**src/rtl/bit_serial_addsub_ctrl.sv**
```systemverilog
// rtl/bit_serial_addsub_ctrl.sv - bit-serial two's-complement add/subtract sequencer around one full adder
//
// Ports:
//   CLK        rising-edge clock
//   R          asynchronous active-low reset
//   IN_VALID   A, B and SUB are valid
//   IN_READY   idle, operands can be accepted
//   A, B       WIDTH-bit operands
//   SUB        0: A+B, 1: A-B
//   OUT_VALID  SUM/COUT/OVF valid
//   OUT_READY  consumer takes the result
//   SUM        WIDTH-bit result
//   COUT       carry out of the MSB (inverted borrow when subtracting)
//   OVF        signed overflow
//   BUSY       an operation is in progress or awaiting hand-off
module bit_serial_addsub_ctrl #(
    parameter int WIDTH = 8
) (
    input  logic             CLK,
    input  logic             R,
    input  logic             IN_VALID,
    output logic             IN_READY,
    input  logic [WIDTH-1:0] A,
    input  logic [WIDTH-1:0] B,
    input  logic             SUB,
    output logic             OUT_VALID,
    input  logic             OUT_READY,
    output logic [WIDTH-1:0] SUM,
    output logic             COUT,
    output logic             OVF,
    output logic             BUSY
);

    localparam int CW = $clog2(WIDTH);

    typedef enum logic [1:0] {
        IDLE = 2'd0,
        RUN  = 2'd1,
        DONE = 2'd2
    } state_t;

    state_t           state;
    state_t           state_nx;

    logic [WIDTH-1:0] a_sh;
    logic [WIDTH-1:0] b_sh;
    logic [WIDTH-1:0] res;
    logic [CW-1:0]    cnt;
    logic             sub_q;
    logic             carry;
    logic             cout_q;
    logic             ovf_q;

    logic             accept;
    logic             last_bit;
    logic             fa_a;
    logic             fa_b;
    logic             ys;
    logic             yc;

    // The single shared full adder. Subtraction inverts B here and seeds
    // the carry with 1 at load time, giving A + ~B + 1.
    always_comb begin
        fa_a = a_sh[0];
        fa_b = b_sh[0] ^ sub_q;
        ys   = fa_a ^ fa_b ^ carry;
        yc   = (fa_a & fa_b) | (carry & (fa_a ^ fa_b));
    end

    assign last_bit = (cnt == CW'(WIDTH - 1));

    always_ff @(posedge CLK or negedge R) begin
        if (!R) begin
            state <= IDLE;
        end else begin
            state <= state_nx;
        end
    end

    always_comb begin
        state_nx = state;
        accept   = 1'b0;
        case (state)
            IDLE: begin
                if (IN_VALID) begin
                    accept   = 1'b1;
                    state_nx = RUN;
                end
            end
            RUN: begin
                if (last_bit) begin
                    state_nx = DONE;
                end
            end
            DONE: begin
                if (OUT_READY) begin
                    state_nx = IDLE;
                end
            end
            default: state_nx = IDLE;
        endcase
    end

    always_ff @(posedge CLK or negedge R) begin
        if (!R) begin
            a_sh   <= '0;
            b_sh   <= '0;
            res    <= '0;
            cnt    <= '0;
            sub_q  <= 1'b0;
            carry  <= 1'b0;
            cout_q <= 1'b0;
            ovf_q  <= 1'b0;
        end else if (accept) begin
            a_sh  <= A;
            b_sh  <= B;
            sub_q <= SUB;
            carry <= SUB;
            cnt   <= '0;
        end else if (state == RUN) begin
            carry <= yc;
            a_sh  <= a_sh >> 1;
            b_sh  <= b_sh >> 1;
            res   <= {ys, res[WIDTH-1:1]};
            // Leaving RUN on the last bit, so cnt never wraps.
            if (last_bit) begin
                ovf_q  <= carry ^ yc;
                cout_q <= yc;
            end else begin
                cnt <= cnt + CW'(1);
            end
        end
    end

    // All handshake outputs decode the state register only, so there is no
    // combinational path from IN_VALID or OUT_READY.
    assign IN_READY  = (state == IDLE);
    assign OUT_VALID = (state == DONE);
    assign BUSY      = (state != IDLE);
    assign SUM       = res;
    assign COUT      = cout_q;
    assign OVF       = ovf_q;

endmodule

```
**config.mk**
```make
export PLATFORM = sky130hd
export DESIGN_NAME = bit_serial_addsub_ctrl
export DESIGN_NICKNAME = d
export VERILOG_FILES = /design/src/rtl/bit_serial_addsub_ctrl.sv
export SDC_FILE = /design/constraint.sdc
export NUM_CORES = 1
export LEC_CHECK = 0
export CAP_MARGIN = 20
export CORE_ASPECT_RATIO = 0.8
export CORE_MARGIN = 2
export CORE_UTILIZATION = 50
export DETAILED_ROUTE_END_ITERATION = 6
export PLACE_DENSITY = 0.88
export SYNTH_ARGS = -nofsm -noshare
export SYNTH_HDL_FRONTEND = slang
export SYNTH_SLANG_ARGS = --single-unit
```
**constraint.sdc**
```tcl
create_clock -name CLK -period 1.8 [get_ports CLK]
set_input_delay 0.36 -clock CLK [delete_from_list [all_inputs] [get_ports CLK]]
set_output_delay 0.36 -clock CLK [all_outputs]
set_load 0.05 [all_outputs]
```
== After elaboration in Yosys (flattened, before gate mapping) ==
Cells that the tools add are included.
Storage, ports and cells
  register bits: 33
  bits of input ports: 21
  logic and storage cells: 47
Cells by class
  add/sub/neg operators: 1
  equal/unequal tests: 7
  muxes and demuxes: 15
  bitwise operators: 8
  reductions and logical operators: 7
Operators by type and width (number)
  $mux W8: 4
  $mux W3: 3
  $mux W2: 3
  $ne A2 B2 Y1 const B: 3
  $pmux W2 S3: 1
  $reduce_and A3 Y1: 2
  $mux W1: 4
  $reduce_and A2 Y1: 2
  $reduce_bool A2 Y1: 2
  $xor A1 B1 Y1: 4
  $add A3 B1 Y3 const B: 1
  $eq A3 B3 Y1 const B: 1
  $and A1 B1 Y1: 2
  $eq A2 B1 Y1 const B: 1
  $eq A2 B2 Y1 const B: 1
  $logic_not A2 Y1: 1
  $ne A2 B1 Y1 const B: 1
  $not A1 Y1: 1
  $or A1 B1 Y1: 1

== Longest topological paths before layout ==
  depth after elaboration: 6
  gate-level depth with buffers: 6
  mapped depth without buffers: 5

== Worst setup path after synthesis ==
OpenSTA, ideal clock, no wires.
  path type: reg-to-output
  from: reg state[0]
  to: out BUSY
  arrival time: 1390 ps
  data required time: 1440 ps
  path slack: 50 ps
  cell stages (with the launch flop): 4
  path buffers: 1
  cell sequence: dfrtp_1 buf_6 nor2_2 inv_1
Between the ends
  word-level cells in the longest chain between the ends: 1
Ends and longest elaborated chain
  start, declared: line 42  | state_t state;
  start signal, assigned: line 76  | state <= state_nx;
  $reduce_bool A2 Y1: line 139  | assign BUSY = (state != IDLE);
  end, declared: line 31  | output logic BUSY
No other way between the ends.

== Final worst setup path ==
Ends and elaborated chain as after synthesis.

==> key figures <==
Routing
  • Final ANT Viol Nets: 0
  • Iter 0 DRT Violations: 84
  • Met3 wire len: about 220 um
  • Drt drc: 0
  • Max layer used: met4
  • DRT Pass-1 Iters: 4
  • Met1 WL: 1510 um
  • Drt via density: ~5.6
  • WL per Instance: about 15 um
  • Routed WL: 3600 um
  • Metal2 WL: 1810 um
  • Vias: about 1,300

Clocking
  • Clock sinks: 33
  • Clk Latency, worst-skew pair: 0.28 ns
  • H-tree depth reported by CTS: 2
  • Clk slew on worst S/H paths: 0.06 ns
  • Cts hold-fix bufs: 0
  • CTS tree: done
  • Root buffer cell: clkbuf_8
  • Total CTS buffers: 5
  • Clock buffer depth: 2

Global route
  • Overflow after GRT: 0
  • First-pass GRT wire length: 6100 um
  • Largest net degree at the start of global routing: 34
  • Initial antenna violation count: 0
  • GRT Total Usage: 21.5%
  • Vias in the first global route: between 1,000 and 1,500

Floorplan
  • Site Rows: 18
  • Starting Density: 53.1%
  • CORE AREA: ~3100 um2
  • Die H: 55.4 um
  • Die X: between 60 and 70 um
  • I/O pin cnt: 34
  • Die area: 3780 um2

Yosys
  • Avg Cell Area, Syn: between 10 and 15 um2
  • Syn Inst Count: about 160
  • Syn nets: around 190
  • Post-synthesis sequential area ratio: 50.1%
  • Seq cells post-synth: 33
  • Synth Area in Adders: approximately 2.7%
  • Largest family of logic cells by synthesized area: compound AO/OA/AOI/OAI gates
  • Synthesized cell area: 1650 um2
  • Ys Warns: 0
  • Distinct cells, synth: 30
  • Multiplexer share of the synthesized area: 0.683%
  • Synth Area in XOR/XNOR: 1.06%
  • Compound-Gate Fraction of Synth Area: 19.0%
  • Post-Synth Simple-Gate Area: 18.1%

Timing
  • Slew HR: 65.8%
  • Period utilisation layout: a little over nine tenths
  • Setup TNS: 0 ns
  • Final worst slack: between 0.04 and 0.05 ns
  • RSZ-0062 raised after global routing: no
  • Fmax: 0.569 GHz
  • Worst-margin pin slew: 0.513 ns
  • Hold Vio Cnt, Final: 0
  • Final setup viols: 0
  • Clock skew: 0.00730 ns
  • Final min period: 1.76 ns
  • Final Slew Violations: 0

Cells and area
  • Commonest non-fill, non-tap cell in the layout: nand2_1
  • Fill cells: 213
  • Commonest cells after routing, fill and taps aside: nand2_1 (36), dfrtp_1 (33), clkdlybuf4s50_1 (20)
  • Synthesis-to-layout area growth: 25.8%
  • Final Net Count: 223
  • Antenna Cells: 0
  • Share of cells above drive strength 1: 16.5%
  • Layout Utilization: 66.7%

Worst setup path
  • Crit-path max cell delay: 0.56 ns
  • Crit start category: flop
  • Worst Path Buf+Inv: 2
  • WP data arrival: 1.40 ns
  • WP data required: 1.44 ns
  • CP max stage cell: dfrtp_1
  • CP max FO: 14
  • Crit-path leading delay family: flip-flops
  • CP Class: reg -> out
  • Worst Setup End Kind: primary output
  • Worst Setup SP: state[0]
  • Critical path, cell by cell: nor2_4 -> inv_1 -> buf_12
  • R2r startpoint: state[0]
  • Reg2reg setup slack: 0.28 ns

Worst hold path
  • Worst hold-check path type: in -> async

Place
  • IO buf count: 33
  • Setup WS pre-CTS: 0.0970 ns
  • Routability cong.: 0.792
  • Detail Placement HPWL: between 2000 and 3000 um

Outcome
  • Outcome: complete, no violations

Flow run
  • Max Cap Violations: 0

Power
  • LEAKAGE: 0.971 nW
  • VDD IR-drop max: 0.000792 V
  • Power Dens Cells: 1770 nW/um2
==> sequential cells by signal, indices dropped and copies added (netlist names) <==
register / cells
COUT: 1
b_sh: 8
a_sh: 8
state: 2
cnt: 3
SUM: 8
OVF: 1
sub_q: 1
carry: 1
==> per-stage QoR <==
step                      area (um2)  hold slack (ns)  std cells  total power [mW]
final                           2070            0.481        240              3.67
after global routing            2070            0.525        240              3.92
after CTS                       2070            0.491        240              3.69
after detailed placement        1990            0.476        232              3.15
after global placement          1990            0.464        232              3.02
after floorplan                 1650           0.0644        163              2.63
==> cell type report <==
class                           instances  area, um2  area share [%]
Clock buffer                            6       72.6            3.50
Multi-Input combinational cell        109        691            33.3
Timing Repair Buffer                   40        388            18.7
Tap cell                               40       50.0            2.41
Sequential cell                        33        826            39.8
Inverter                               10       37.5            1.81
Clock inverter                          2       10.0           0.483
==> synth_stat cells <==
library cell	count	area share, %
o21ai_1	7	2.1
o211ai_1	1	0.46
ha_1	2	1.5
buf_2	2	0.61
o311ai_1	1	0.53
a21oi_1	1	0.30
o221a_1	1	0.68
fa_1	1	1.2
nand2_1	36	8.2
nor2b_1	1	0.38
xnor2_1	1	0.53
dfrtp_1	33	50
nor2b_4	1	0.83
nor2_2	3	1.1
clkbuf_1	1	0.23
o22a_1	5	2.7
buf_4	1	0.46
a32oi_1	1	0.53
nand3b_1	3	1.4
a2bb2oi_1	5	2.7
xor2_1	1	0.53
nand2b_4	1	0.83
o21ai_0	12	3.6
inv_1	10	2.3
o311ai_0	1	0.53
mux2_2	1	0.68
buf_6	7	4.8
nand2b_1	11	4.2
nand3_1	4	1.2
a221o_1	8	4.9
==> cells by family after synthesis <==
group | Yosys count
AO/OA/AOI/OAI | 43
adder cells (fa/ha/maj) | 3
flip-flops | 33
XOR/XNOR | 2
buffers and inverters | 21
AND/OR/NAND/NOR | 60
multiplexers | 1
==> report_power, final <==
part	switching (mW)	internal, mW	leakage, nW	total (mW)
Clock	0.255	0.267	0.0450	0.522
Combinational	1.05	0.748	0.515	1.79
Sequential	0.291	1.07	0.411	1.36
==> path summary, 6_finish.rpt <==
path,end,depth (start not counted)
hold reg to reg,OVF,2
setup reg to reg,b_sh[4],3
hold / removal,SUM[6],2
max in group asynchronous,cnt[0],2
min in group CLK,OVF,2
setup / recovery,BUSY,3
==> per-layer routing <==
metal / vias up / track usage, %
li1: 630 / -
met1: 646 / 27.7
met2: 46 / 33.8
met3: 11 / 5.50
met4: 0 / 9.43
met5: - / 0
==> repair_timing <==
| item | CTS | global route |
|---|---|---|
| gates resized for setup | 1 | 0 |
| endpoints found under the setup margin | 1 | 0 |
| setup buffers | 0 | 0 |
Note: power is estimated with default switching activity, not from simulation.
